[src/rtl/load_store_unit_pkg.sv]
// Shared types and funct3 decode for the load/store unit.
// Access size is taken from funct3[1:0]; reserved codes fall to word size.
package load_store_unit_pkg;

    typedef enum logic [1:0] {
        IDLE   = 2'd0,
        ACCESS = 2'd1,
        DONE   = 2'd2
    } lsu_state_t;

    typedef enum logic [1:0] {
        SZ_B = 2'd0,
        SZ_H = 2'd1,
        SZ_W = 2'd2
    } lsu_size_t;

    localparam logic [2:0] MEM_FUNCT3_B  = 3'b000;
    localparam logic [2:0] MEM_FUNCT3_H  = 3'b001;
    localparam logic [2:0] MEM_FUNCT3_W  = 3'b010;
    localparam logic [2:0] MEM_FUNCT3_BU = 3'b100;
    localparam logic [2:0] MEM_FUNCT3_HU = 3'b101;

    function automatic lsu_size_t lsu_size(input logic [2:0] f3);
        if (f3[1])
            return SZ_W;
        else if (f3[0])
            return SZ_H;
        else
            return SZ_B;
    endfunction

    function automatic logic lsu_misaligned(
        input logic [2:0] f3,
        input logic [1:0] lo
    );
        logic bad;
        bad = 1'b0;
        unique case (lsu_size(f3))
            SZ_H:    bad = lo[0];
            SZ_W:    bad = |lo;
            default: bad = 1'b0;
        endcase
        return bad;
    endfunction

endpackage

[src/rtl/load_store_unit_lane_align.sv]
// Byte-lane steering: store enables/replication and load extract/extend.
// Pure combinational; shared by the store and load paths of the LSU.
module lsu_lane_align
    import load_store_unit_pkg::*;
(
    input  logic [2:0]  funct3,
    input  logic [1:0]  addr_lo,
    input  logic [31:0] store_data,
    input  logic [31:0] read_data,
    output logic [3:0]  byte_enable,
    output logic [31:0] write_data,
    output logic [31:0] load_data
);

    logic [7:0]  rd_byte;
    logic [15:0] rd_half;
    logic        sext;

    assign rd_byte = read_data[{addr_lo, 3'b000} +: 8];
    assign rd_half = read_data[{addr_lo[1], 4'b0000} +: 16];
    assign sext    = ~funct3[2];

    always_comb begin
        byte_enable = 4'b1111;
        write_data  = store_data;
        load_data   = read_data;
        unique case (lsu_size(funct3))
            SZ_B: begin
                byte_enable = 4'b0001 << addr_lo;
                write_data  = {4{store_data[7:0]}};
                load_data   = {{24{sext & rd_byte[7]}}, rd_byte};
            end
            SZ_H: begin
                byte_enable = 4'b0011 << {addr_lo[1], 1'b0};
                write_data  = {2{store_data[15:0]}};
                load_data   = {{16{sext & rd_half[15]}}, rd_half};
            end
            default: begin
                byte_enable = 4'b1111;
            end
        endcase
    end

endmodule

[src/rtl/load_store_unit.sv]
// Multicycle data-memory stage: IDLE -> ACCESS -> DONE, stalls the core.
// Define LSU_MISALIGN_TRAP_EN to flag misaligned accesses instead of aligning.
module load_store_unit
    import load_store_unit_pkg::*;
(
    input  logic        clock,
    input  logic        reset,
    input  logic        read_enable,
    input  logic        write_enable,
    input  logic [2:0]  funct3,
    input  logic [31:0] address,
    input  logic [31:0] store_data,
    output logic [31:0] load_data,
    output logic        stall,
    output logic        misaligned,
    output logic [31:0] bus_address,
    output logic        bus_read_enable,
    output logic        bus_write_enable,
    output logic [3:0]  bus_byte_enable,
    output logic [31:0] bus_write_data,
    input  logic [31:0] bus_read_data,
    input  logic        bus_ready
);

    lsu_state_t  state;
    logic [1:0]  addr_lo_q;
    logic [2:0]  funct3_q;
    logic        mis_q;
    logic        req;
    logic        mis_in;
    logic [1:0]  la_addr;
    logic [2:0]  la_funct3;
    logic [3:0]  la_be;
    logic [31:0] la_wd;
    logic [31:0] la_ld;

    assign req        = read_enable | write_enable;
    assign misaligned = mis_q;

    // Store lanes come from live inputs in IDLE, load lanes from latched ones.
    assign la_addr   = (state == IDLE) ? address[1:0] : addr_lo_q;
    assign la_funct3 = (state == IDLE) ? funct3 : funct3_q;

    lsu_lane_align u_lane_align (
        .funct3      (la_funct3),
        .addr_lo     (la_addr),
        .store_data  (store_data),
        .read_data   (bus_read_data),
        .byte_enable (la_be),
        .write_data  (la_wd),
        .load_data   (la_ld)
    );

`ifdef LSU_MISALIGN_TRAP_EN
    assign mis_in = lsu_misaligned(funct3, address[1:0]);
`else
    assign mis_in = 1'b0;
`endif

    always_comb begin
        stall = 1'b0;
        unique case (state)
            IDLE:    stall = reset & req;
            ACCESS:  stall = 1'b1;
            DONE:    stall = 1'b0;
            default: stall = 1'b0;
        endcase
    end

    always_ff @(posedge clock or negedge reset) begin
        if (!reset) begin
            state            <= IDLE;
            addr_lo_q        <= 2'b00;
            funct3_q         <= 3'b000;
            mis_q            <= 1'b0;
            load_data        <= 32'h0;
            bus_address      <= 32'h0;
            bus_read_enable  <= 1'b0;
            bus_write_enable <= 1'b0;
            bus_byte_enable  <= 4'h0;
            bus_write_data   <= 32'h0;
        end else begin
            unique case (state)
                IDLE: begin
                    if (req) begin
                        addr_lo_q <= address[1:0];
                        funct3_q  <= funct3;
                        if (mis_in) begin
                            state <= DONE;
                            mis_q <= 1'b1;
                        end else begin
                            state            <= ACCESS;
                            bus_address      <= {address[31:2], 2'b00};
                            bus_write_enable <= write_enable;
                            bus_read_enable  <= ~write_enable;
                            bus_byte_enable  <= write_enable ? la_be : 4'b1111;
                            bus_write_data   <= la_wd;
                        end
                    end
                end
                ACCESS: begin
                    if (bus_ready) begin
                        if (bus_read_enable)
                            load_data <= la_ld;
                        bus_read_enable  <= 1'b0;
                        bus_write_enable <= 1'b0;
                        state            <= DONE;
                    end
                end
                DONE: begin
                    mis_q <= 1'b0;
                    state <= IDLE;
                end
                default: state <= IDLE;
            endcase
        end
    end

endmodule

[config.mk]
export PLATFORM = sky130hd
export DESIGN_NAME = load_store_unit
export DESIGN_NICKNAME = d
export VERILOG_FILES = /design/src/rtl/load_store_unit_pkg.sv /design/src/rtl/load_store_unit_lane_align.sv /design/src/rtl/load_store_unit.sv
export SDC_FILE = /design/constraint.sdc
export NUM_CORES = 1
export LEC_CHECK = 0
export ABC_CLOCK_PERIOD_IN_PS = 3400
export CAP_MARGIN = 30
export CORE_AREA = 5 5 100 125
export DETAILED_ROUTE_END_ITERATION = 10
export DIE_AREA = 0 0 105 130
export GPL_TIMING_DRIVEN = 0
export PLACE_DENSITY = 0.91
export SETUP_SLACK_MARGIN = 0.1
export SLEW_MARGIN = 10
export SYNTH_ARGS = -nofsm -noshare
export SYNTH_HDL_FRONTEND = slang
export SYNTH_SLANG_ARGS = --single-unit
[constraint.sdc]
create_clock -name clock -period 3.4 [get_ports clock]
set_input_delay 0.68 -clock clock [delete_from_list [all_inputs] [get_ports clock]]
set_output_delay 0.68 -clock clock [all_outputs]
set_load 0.02 [all_outputs]
* Word level (Yosys, flattened, before mapping)
Index checks and enable logic that the tools add are counted.
** Word-level totals
- Register bits after elaboration :: 107
- Output and inout port bits :: 104
- Logic and storage cells :: 47
- Input port bits :: 104
** Cells by class
- Bitwise logic cells :: 6
- Equality and inequality tests :: 4
- Shift operators :: 4
- Reductions and logical operators :: 7
- Multiplexer cells :: 17
** Operators by type and width (count)
- $pmux W32 S2 :: 2
- $shiftx A32 B6 Y16 :: 1
- $shiftx A32 B6 Y8 :: 1
- $mux W2 :: 4
- $pmux W4 S2 :: 1
- $pmux W1 S2 :: 3
- $reduce_and A3 Y1 :: 2
- $eq A2 B1 Y1 const B :: 2
- $logic_not A2 Y1 :: 2
- $mux W1 :: 4
- $mux W4 :: 1
- $ne A2 B2 Y1 const B :: 2
- $pmux W2 S2 :: 1
- $reduce_and A2 Y1 :: 2
- $shl A1 B2 Y4 const A :: 1
- $shl A2 B2 Y4 const A :: 1
- $and A1 B1 Y1 :: 3
- $mux W3 :: 1
- $not A1 Y1 :: 2
- $reduce_bool A2 Y1 :: 1
- $or A1 B1 Y1 :: 1

* Depth between registers and ports, before layout
- Depth in word-level cells :: 7
- Gate-level depth with buffers :: 8
- Depth with buffers taken out :: 5

* Hierarchy
From an unflattened synthesis, not the netlist that was laid out.
** Unflattened totals
- Cells, all modules :: 439
- Area total of the unflattened synthesis :: 5735.5 um^2
** Modules (own cells, without submodules)
- load_store_unit :: area an instance 4475.5 um^2, times used 1, cells each 250
- lsu_lane_align :: area an instance 1260.0 um^2, times used 1, cells each 189

* Worst setup path after synthesis
Ideal clock, no wire load.
- Kind :: input to register
- From :: in address[1]
- To :: reg load_data[13]
- Stages on the path :: 7
- Setup time :: 0.130 ns
- Buffers on the path :: 2
- Data arrival time :: 2.044 ns
- Required time :: 3.270 ns
- Setup slack :: 1.226 ns
- Cell sequence :: or3b_4 and2_0 buf_6 a21o_4 buf_6 a221oi_1 a21oi_1
** On the way
- Cells in the longest elaborated chain, start to end :: 4
** Ends and longest elaborated chain
- from (decl) :: RTL line load_store_unit.sv:11 : input logic [31:0] address,
- $mux W2 (*) :: RTL line load_store_unit.sv:41 : assign la_addr = (state == IDLE) ? address[1:0] : addr_lo_q;
- $shiftx A32 B6 Y8 :: RTL line load_store_unit_lane_align.sv:19 : assign rd_byte = read_data[{addr_lo, 3'b000} +: 8];
- $and A1 B1 Y1 :: RTL line load_store_unit_lane_align.sv:31 : load_data = {{24{sext & rd_byte[7]}}, rd_byte};
- $pmux W32 S2 (*) :: RTL line load_store_unit_lane_align.sv:27 : unique case (lsu_size(funct3))
- to (signal assigned) :: RTL line load_store_unit.sv:104 : load_data <= la_ld;
- to (decl) :: RTL line load_store_unit.sv:13 : output logic [31:0] load_data,
Mark *: on every way between the ends. The rest lies on a longest branch, timed or not.
A chain may end at the register's enable or synchronous reset.

* Final worst setup path
- From :: in reset
- To :: out stall
** On the way
- Cells in the longest elaborated chain, start to end :: 2
** Ends and longest elaborated chain
- from (decl) :: RTL line load_store_unit.sv:7 : input logic reset,
- $and A1 B1 Y1 :: RTL line load_store_unit.sv:63 : IDLE: stall = reset & req;
- $pmux W1 S2 :: RTL line load_store_unit.sv:62 : unique case (state)
- to (decl) :: RTL line load_store_unit.sv:14 : output logic stall,
Every way passes these cells.

==> metrics <==
DIE WIDTH=105 um; # nets final=~860; # setup viols final=0; Hold Buf Count CTS=0; Pleak=~3.3 nW; Finished Layout Cells=896; final instance area=7540 um2; clk sinks=107; DRC=0; crit path DAT=2.44 ns; Fillers=860; Netlist Area Pre-Place=5000 um2; CP bufs+invs=3; area leader, netlist=dfrtp_1; setup bufs post-CTS=0; final period utilization=0.917; Warnings, synthesis=0; final hold vios=0; GRT Residual Overflow=0; Crit. End Element=primary output; post-synth cell types=52; core area=11100 um2; # placed instances=881; Worst slew margin=0.443; clock root cell=clkbuf_16; largest net degree at the start of global routing=85; die area=13700 um2; Synth area leaders=dfrtp_1 (54%), nand2_1 (13%), mux2i_1 (4.6%), o21ai_0 (3.7%), a21oi_1 (3.6%); port bufs=between 200 and 250; Top delay family on crit path=buffers and inverters; final core area utilization=0.681; maximum clock path buffer count=2; ys async rst share=1.00; DRT Pass-1 Iters=7; Worst EP required=2.72 ns; Slew @ Worst Pin=slightly above 0.8 ns; Die Height=130 um; Ant. Diodes=0; first-pass GRT wire length=approximately 27000 um; Initial Util=0.451; hold crit path type=primary input to async pin; most instantiated cells after synthesis=nand2_1 (176), dfrtp_1 (107), o21ai_0 (37); Boundary Pins=208; setup TNS=0 ns; area post-placement=between 7000 and 8000 um2; Yosys reg bits=107; HPWL after detailed placement=13300 um; highest fanout seen on the critical path=84; number of flops mapped to enable cells by yosys=0; vias in the first global route=roughly 5300; CP Cell Sequence=buf_6, buf_16, o21ai_0, a21oi_1, clkdlybuf4s50_1; antenna violations before repair=0; Worst-path clk slew=0.07 ns; Clock Skews=just under 0.008 ns; Max IR drop VDD=~0.00052 V; Max-Cap Viols=0; startpoint types=primary input; clock latency at the later pin of the worst-skew pair=0.35 ns; register area share after synthesis=0.535; detailed-route wire length per cell=19.5 um; Synth Flop Type=dfrtp_1; Num CTS Buffers=9; synthesis-to-finish area growth=50.8%; fin. max-slew vios=0; site row count=43; min Tclk post-route=between 3 and 4 ns; post-CTS sizing=0; Worst path max stage delay=around 0.65 ns; most numerous cell in the Yosys netlist=nand2_1; routed vias/inst=5.61; Peak Freq=321 MHz; Gate Count Post-Synth=roughly 540; slowest CP cell=clkdlybuf4s50_1; TritonCTS clock tree=built; PD cells=1020 nW/um2; Worst Path Class, Setup=primary input to primary output; H-tree Lvls=3; DR iter-0 viols=381; share of cells above drive strength 1=0.0631; post-synth top area share=0.535; GR Util All Layers=0.248; total wire length=between 15000 and 20000 um; RD Place Congestion=0.930; RSZ-0062 raised after global routing=false; mean cell area of the mapped netlist=9.28 um2; via count=5027; status=finished clean; Final ANT Viol Nets=0
[worst register-to-register path: stages (launching register included)]
cell and delay [ns]:
dfrtp_1 0.42, buf_6 0.17, nor2_2 0.11, o31ai_2 0.69, buf_2 0.39, o21ai_0 0.13, a221o_1 0.28, a21oi_1 0.15
[worst paths after layout]
check,start,to,slack (ns),cells past startpoint
worst min register to register,bus_write_data[6],bus_write_data[6],0.47,2
worst max register to register,state[1],load_data[6],0.98,7
worst min-delay path,reset,load_data[16],0.19,1
max in group asynchronous,reset,bus_write_data[30],2.49,2
min in group clock,bus_write_data[6],bus_write_data[6],0.47,2
worst max-delay path,reset,stall,0.28,5
[layout make-up]
class                   count  area, um2  share of cell area
clock buffers              11        243              0.0322
well taps                 135        169              0.0224
flip-flops and latches    107       2680               0.355
plain buffers              37        196              0.0260
repair buffers            205       2070               0.275
inverters                   9       33.8             0.00448
clock inverters             4       51.3             0.00680
multi-input cells         388       2100               0.279
[flip-flops by register name, summed over array words and instances (netlist names)]
name	count
state	2
bus_read_enable	1
funct3_q	3
bus_byte_enable	4
bus_write_data	32
load_data	32
bus_address	30
bus_write_enable	1
addr_lo_q	2
[per-layer routing]
metal / vias up / GRT usage / routed length, um
li1: 2281 / - / -
met1: 2413 / 0.281 / 6400
met2: 282 / 0.435 / 8830
met3: 51 / 0.0648 / 1560
met4: 0 / 0.123 / 656
met5: - / 0 / 0
[power breakdown]
group	internal [mW]	switching [mW]	total [mW]
Combinational	1.88	2.49	4.37
Clock	0.588	0.461	1.05
Sequential	1.90	0.383	2.29
Total	4.37	3.34	7.71
[cells by family after synthesis]
family,synth area share
AND/OR/NAND/NOR,0.192
AO/OA/AOI/OAI,0.173
flip-flops,0.535
buffers and inverters,0.0460
multiplexers,0.0520
other,0.000750
[layout by cell type (no fill, tap or decap), types with 2 or more instances in the layout]
master | synthesis | layout
a221o_1 | 7 | 7
conb_1 | 1 | 3
buf_6 | 5 | 6
mux2i_1 | 23 | 23
dfrtp_1 | 107 | 107
clkbuf_16 | 0 | 9
buf_4 | 3 | 3
a21oi_1 | 36 | 36
a31oi_1 | 2 | 2
nand2_1 | 176 | 176
nand3_1 | 3 | 3
nor2_2 | 2 | 2
inv_1 | 9 | 9
o22a_1 | 3 | 3
o21ai_0 | 37 | 37
mux2_4 | 2 | 2
clkbuf_1 | 22 | 23
a21oi_2 | 2 | 2
a222oi_1 | 8 | 8
nor2_1 | 36 | 36
a221oi_1 | 15 | 15
nor3_1 | 2 | 2
nand2b_1 | 2 | 2
buf_2 | 7 | 7
clkdlybuf4s50_1 | 0 | 203
[metrics by stage]
stage	hold slack [ns]	worst slack, ns	power (mW)
detailed placement	0.463	0.312	6.67
CTS	0.186	0.310	7.73
global placement	0.459	-3.58	6.52
finish	0.187	0.282	7.71
floorplan	0.384	1.23	4.66
global route	0.198	0.149	8.14
Note: power is estimated with default switching activity, not from simulation.
